`src/rtl/if_pkg.sv`:
```
// Shared definitions for the instruction-fetch stage: FSM state encoding,
// reset/bubble constants and the fetched-instruction payload.
package if_pkg;

    localparam int unsigned XLEN = 32;

    localparam logic [XLEN-1:0] IF_RESET_PC  = 32'h0000_0000;
    localparam logic [XLEN-1:0] IF_NOP_INSTR = 32'h0000_0013;

    typedef enum logic [1:0] {
        ST_IDLE = 2'd0,
        ST_REQ  = 2'd1,
        ST_WAIT = 2'd2,
        ST_HOLD = 2'd3
    } if_state_e;

    typedef struct packed {
        logic [XLEN-1:0] pc;
        logic [XLEN-1:0] instr;
    } fetch_t;

endpackage

```
`src/rtl/if_fetch_stage_if_id_reg.sv`:
```
// IF/ID pipeline register: flush beats hold, hold beats load, and with none
// of them asserted the register takes a bubble.
module if_id_reg
    import if_pkg::*;
#(
    parameter logic [XLEN-1:0] NOP_INSTR = IF_NOP_INSTR
) (
    input  logic            clk,
    input  logic            rst,
    input  logic            load,
    input  logic            hold,
    input  logic            flush,
    input  fetch_t          din,
    output logic            valid,
    output logic [XLEN-1:0] pc,
    output logic [XLEN-1:0] instr
);

    // Register update with flush > hold > load > bubble priority
    always_ff @(posedge clk or posedge rst) begin
        if (rst) begin
            valid <= 1'b0;
            pc    <= '0;
            instr <= NOP_INSTR;
        end else if (flush) begin
            valid <= 1'b0;
            pc    <= '0;
            instr <= NOP_INSTR;
        end else if (hold) begin
            valid <= valid;
            pc    <= pc;
            instr <= instr;
        end else if (load) begin
            valid <= 1'b1;
            pc    <= din.pc;
            instr <= din.instr;
        end else begin
            valid <= 1'b0;
            pc    <= '0;
            instr <= NOP_INSTR;
        end
    end

endmodule

```
`src/rtl/if_fetch_stage.sv`:
```
// Instruction-fetch stage: owns the PC, runs a single-outstanding
// req/gnt/rvalid fetch to instruction memory and fills the IF/ID register.
// Optional performance counters are built when IF_PERF_CNT_EN is defined.
module if_fetch_stage #(
    parameter logic [31:0] RESET_PC  = if_pkg::IF_RESET_PC,
    parameter logic [31:0] NOP_INSTR = if_pkg::IF_NOP_INSTR
) (
    input  logic        clk,
    input  logic        rst,
    input  logic [31:0] npc_i,
    input  logic        redirect_i,
    input  logic        stall_i,
    output logic        imem_req_o,
    output logic [31:0] imem_addr_o,
    input  logic        imem_gnt_i,
    input  logic        imem_rvalid_i,
    input  logic [31:0] imem_rdata_i,
    output logic [31:0] if_pc_o,
    output logic        id_valid_o,
    output logic [31:0] id_pc_o,
    output logic [31:0] id_instr_o
`ifdef IF_PERF_CNT_EN
    ,
    output logic [31:0] perf_fetch_o,
    output logic [31:0] perf_kill_o
`endif
);

    import if_pkg::*;

    if_state_e       state_q, state_d;
    logic [XLEN-1:0] pc_q, pc_d;
    logic            kill_q, kill_d;
    logic            buf_valid_q, buf_valid_d;
    fetch_t          buf_q, buf_d;
    logic            req_q;
    logic            id_load;
    logic            id_flush;
    fetch_t          id_din;

    // State, PC, kill flag, response buffer and registered request
    always_ff @(posedge clk or posedge rst) begin
        if (rst) begin
            state_q     <= ST_IDLE;
            pc_q        <= RESET_PC;
            kill_q      <= 1'b0;
            buf_valid_q <= 1'b0;
            buf_q       <= '0;
            req_q       <= 1'b0;
        end else begin
            state_q     <= state_d;
            pc_q        <= pc_d;
            kill_q      <= kill_d;
            buf_valid_q <= buf_valid_d;
            buf_q       <= buf_d;
            req_q       <= (state_d == ST_REQ);
        end
    end

    // Next-state, PC update and IF/ID control; redirect overrides everything
    always_comb begin
        state_d     = state_q;
        pc_d        = pc_q;
        kill_d      = kill_q;
        buf_valid_d = buf_valid_q;
        buf_d       = buf_q;
        id_load     = 1'b0;
        id_flush    = 1'b0;
        id_din      = '{pc: pc_q, instr: imem_rdata_i};

        case (state_q)
            ST_IDLE: state_d = ST_REQ;
            ST_REQ: begin
                if (imem_gnt_i) state_d = ST_WAIT;
            end
            ST_WAIT: begin
                if (imem_rvalid_i) begin
                    if (kill_q) begin
                        kill_d  = 1'b0;
                        state_d = ST_REQ;
                    end else if (!stall_i) begin
                        id_load = 1'b1;
                        pc_d    = npc_i;
                        state_d = ST_REQ;
                    end else begin
                        buf_d       = '{pc: pc_q, instr: imem_rdata_i};
                        buf_valid_d = 1'b1;
                        state_d     = ST_HOLD;
                    end
                end
            end
            ST_HOLD: begin
                if (!stall_i && buf_valid_q) begin
                    id_load     = 1'b1;
                    id_din      = buf_q;
                    pc_d        = npc_i;
                    buf_valid_d = 1'b0;
                    state_d     = ST_REQ;
                end
            end
            default: state_d = ST_IDLE;
        endcase

        if (redirect_i) begin
            pc_d        = npc_i;
            id_load     = 1'b0;
            id_flush    = 1'b1;
            buf_valid_d = 1'b0;
            case (state_q)
                ST_WAIT: begin
                    // A response landing with the redirect is dropped outright,
                    // so no kill is left behind for it.
                    if (imem_rvalid_i) begin
                        kill_d  = 1'b0;
                        state_d = ST_REQ;
                    end else begin
                        kill_d  = 1'b1;
                        state_d = ST_WAIT;
                    end
                end
                ST_REQ: begin
                    if (imem_gnt_i) begin
                        kill_d  = 1'b1;
                        state_d = ST_WAIT;
                    end else begin
                        state_d = ST_REQ;
                    end
                end
                ST_HOLD: state_d = ST_REQ;
                default: state_d = ST_REQ;
            endcase
        end
    end

    if_id_reg #(
        .NOP_INSTR (NOP_INSTR)
    ) u_if_id_reg (
        .clk   (clk),
        .rst   (rst),
        .load  (id_load),
        .hold  (stall_i),
        .flush (id_flush),
        .din   (id_din),
        .valid (id_valid_o),
        .pc    (id_pc_o),
        .instr (id_instr_o)
    );

    assign imem_req_o  = req_q;
    assign imem_addr_o = pc_q;
    assign if_pc_o     = pc_q;

`ifdef IF_PERF_CNT_EN
    logic discard;

    // A response is discarded when killed, hit by a redirect, or dropped from the buffer
    always_comb begin
        discard = 1'b0;
        if (state_q == ST_WAIT && imem_rvalid_i && (kill_q || redirect_i)) discard = 1'b1;
        if (state_q == ST_HOLD && redirect_i && buf_valid_q)               discard = 1'b1;
    end

    // Free-running, wrapping event counters
    always_ff @(posedge clk or posedge rst) begin
        if (rst) begin
            perf_fetch_o <= '0;
            perf_kill_o  <= '0;
        end else begin
            if (id_load) perf_fetch_o <= perf_fetch_o + 32'd1;
            if (discard) perf_kill_o  <= perf_kill_o + 32'd1;
        end
    end
`else
    // Counters not built in this configuration.
`endif

endmodule
```
`config.mk`:
```
export PLATFORM = sky130hd
export DESIGN_NAME = if_fetch_stage
export DESIGN_NICKNAME = d
export VERILOG_FILES = /design/src/rtl/if_pkg.sv /design/src/rtl/if_fetch_stage_if_id_reg.sv /design/src/rtl/if_fetch_stage.sv
export SDC_FILE = /design/constraint.sdc
export NUM_CORES = 1
export LEC_CHECK = 0
export CAP_MARGIN = 0
export CORE_MARGIN = 8
export CORE_UTILIZATION = 50
export CTS_BUF_LIST = sky130_fd_sc_hd__clkbuf_8
export DETAILED_ROUTE_END_ITERATION = 8
export GPL_TIMING_DRIVEN = 1
export PLACE_DENSITY = 0.79
export SLEW_MARGIN = 10
export SYNTH_ARGS = -nofsm -noshare
export SYNTH_HDL_FRONTEND = slang
export SYNTH_HIERARCHICAL = 1
export SYNTH_SLANG_ARGS = --single-unit
```
`constraint.sdc`:
```
create_clock -name clk -period 3.7 [get_ports clk]
set_input_delay 0.74 -clock clk [delete_from_list [all_inputs] [get_ports clk]]
set_output_delay 0.74 -clock clk [all_outputs]
set_load 0.1 [all_outputs]
```
==> results_dict.tcl <==
set metrics [dict create \
    status "finished, final reports clean" \
    hpwl_mm 13.77 \
    startpoint_type "flop" \
    final_common_cell "clkdlybuf4s50_1" \
    use_met2_pct 33.79 \
    synthesis.area_um2 7921 \
    synth_flop_cell "dfrtp_1" \
    ys_seq_area_share_pct 52.49 \
    tightest_slew_ns 1.047 \
    synth_edf_count 0 \
    path_class "reg -> out" \
    gr-usage-met3_pct 4.503 \
    n_fill_cell 1158 \
    ctsHoldBuffers 0 \
    cp_max_fo 2 \
    vias 5258 \
    clock_skew_ns 0.01073 \
    path_buf_inv 1 \
    wirelength_mm 19.70 \
    clk_path_buf_depth 2 \
    cts_sinks 166 \
    grt_pass1_vias 5646 \
    numCtsBuffers 17 \
    yosysUniqueCellTypes 42 \
    syn2layout_area_growth_pct 28.08 \
    grt_pass1_wl_mm 31.11 \
    worstPathArrival_ns 2.15 \
    globalRouteMet1Util_pct 24.03 \
    dr.pass1.iters 5 \
    gp_congestion 0.7816 \
    drc_errors 0 \
    diodes 0 \
    cts_root_buffer "clkbuf_8" \
    drv_cap 0 \
    synthCells 590 \
    die_w_um 141.9 \
    hold_class "reg -> reg" \
    coreArea_um2 15710 \
    cts_setup_buffers 0 \
    p_leak_nw 4.357 \
    setup-tns-final_ns 0 \
    htreeDepth 4 \
    peakVddDrop_mv 0.3203 \
    cts_tree "built" \
    grt_busiest_layer "met2" \
    nets 824 \
    drt_first_iter_violations 298 \
    p_per_area_nw_per_um2 577.1 \
    period_share_pct 77.99 \
    crit_family "buffers and inverters" \
    max-slew-margin-rel_pct 29.95 \
    synth_nets 666 \
    yosys_warnings 6 \
    clk_pin_slew_worst_paths_ns 0.08 \
    grtUsageTotal_pct 19.76 \
    slowest_stage "clkdlybuf4s50_1" \
    pin_count 200 \
    cp.required_ns 2.96 \
    syn_avg_cell_area_um2 13.43 \
    async_flop_share_pct 100.0 \
    avgViaCountPerCell 5.382 \
    fmax_mhz 346.6 \
    std_cell_rows 46 \
    ys_ff_latch 166 \
    grt-ovfl-total 0 \
    slew_violations 0 \
    die_y_um 141.9 \
    period_minus_slack_ns 2.886 \
    clk_latency_ns 0.45 \
    postLayoutCoreUtil_pct 64.57 \
    drive_gt1_share_pct 28.78 \
    grt_antenna_before_repair 0 \
    wire_per_inst_um 20.16 \
    mostFrequentLayoutCells "clkdlybuf4s50_1 (197), dfrtp_1 (163), mux2_2 (130)" \
    hold_viol_final 0 \
    rsz0062_at_grt "false" \
    place.port_buffers 199 \
    cts_resized 0 \
    path_cells "clkdlybuf4s50_1" \
    grt_max_degree 66 \
    max_stage_delay_ns 1.14 \
    die_area_um2 20130 \
    critPathCaptureType "output port" \
    detail-route-antenna-nets 0 \
    setup_viol 0 \
    start_util_pct 50.41 \
]
==> where the power goes <==
part	switching, mW	internal, mW
logic	1.32	0.744
clock network	0.641	0.674
registers	0.261	2.21
==> cells by family after synthesis <==
| logic type | synth area share (%) |
|---|---|
| compound gates | 7.471 |
| simple gates | 7.187 |
| mux | 24.29 |
| buf+inv | 7.613 |
| fa+ha+maj | 0.9477 |
| flops | 52.49 |
==> synth_stat cells (2+ instances only) <==
library cell | count | area share [%]
dfrtp_1 | 163 | 51
mux2_2 | 130 | 18
nand2_1 | 41 | 1.9
a21oi_1 | 35 | 2.2
nand3b_1 | 34 | 3.2
buf_4 | 33 | 3.1
mux2_4 | 30 | 5.7
a32o_1 | 27 | 3.4
buf_6 | 16 | 2.3
buf_2 | 9 | 0.57
clkbuf_1 | 8 | 0.38
ha_1 | 6 | 0.95
inv_1 | 5 | 0.24
o21ai_0 | 5 | 0.32
nand2b_1 | 4 | 0.32
nor2_1 | 4 | 0.19
buf_12 | 3 | 0.76
dfstp_2 | 3 | 1.0
nor2b_1 | 3 | 0.24
o32a_1 | 3 | 0.38
a211oi_1 | 2 | 0.19
and2_1 | 2 | 0.16
buf_1 | 2 | 0.095
clkbuf_2 | 2 | 0.13
nor2b_4 | 2 | 0.35
nor3_1 | 2 | 0.13
==> layer usage <==
| layer | wire length [um] | share of wire (%) | vias to the layer above |
|---|---|---|---|
| met4 | 351 | 1.8 | 0 |
| met3 | 983 | 5.0 | 24 |
| met5 | 0 | 0 | - |
| met2 | 10360 | 53 | 146 |
| li1 | - | - | 2388 |
| met1 | 8005 | 41 | 2700 |
==> final timing paths <==
check | cells past startpoint | endpoint | slack (ns) | start
setup / recovery | 1 | id_instr_o[4] | 0.81 | u_if_id_reg/instr[4]
hold / removal | 1 | u_if_id_reg/instr[7] | 0.50 | u_if_id_reg/instr[7]
setup reg to reg | 7 | if_pc_o[3] | 1.31 | state_q[0]
hold reg to reg | 1 | u_if_id_reg/instr[7] | 0.50 | u_if_id_reg/instr[7]
max in group asynchronous | 3 | u_if_id_reg/instr[2] | 2.19 | rst
min in group asynchronous | 2 | if_pc_o[19] | 0.67 | rst
==> stage by stage <==
step | setup WS, ns | power (mW) | std cells | instance area (um^2) | hold slack, ns
after floorplan | 0.3129 | 4.125 | 590 | 7921 | 0.4753
after global placement | 0.8565 | 4.479 | 945 | 9736 | 0.4749
after detailed placement | 0.7391 | 4.590 | 945 | 9736 | 0.4836
after CTS | 0.7871 | 5.907 | 977 | 10150 | 0.5038
after global routing | 0.7642 | 6.114 | 977 | 10150 | 0.5199
final | 0.8144 | 5.855 | 977 | 10150 | 0.5009
==> flip-flops by register name (all words and copies together) (netlist names), 2 cells and up <==
name,cells
buf_q,64
if_pc_o,32
u_if_id_reg/instr,32
u_if_id_reg/pc,32
state_q,2
==> final cells by class <==
type / count / area, um^2 / share of cell area (%)
Tap cell: 216 / 270.3 / 2.664
Inverter: 6 / 25.02 / 0.2466
Clock inverter: 7 / 66.31 / 0.6536
Sequential cell: 166 / 4158 / 40.98
Multi-Input combinational cell: 345 / 3178 / 31.32
Clock buffer: 25 / 344.1 / 3.391
Timing Repair Buffer: 212 / 2105 / 20.74
No activity file was read; power rests on OpenSTA's default activity.
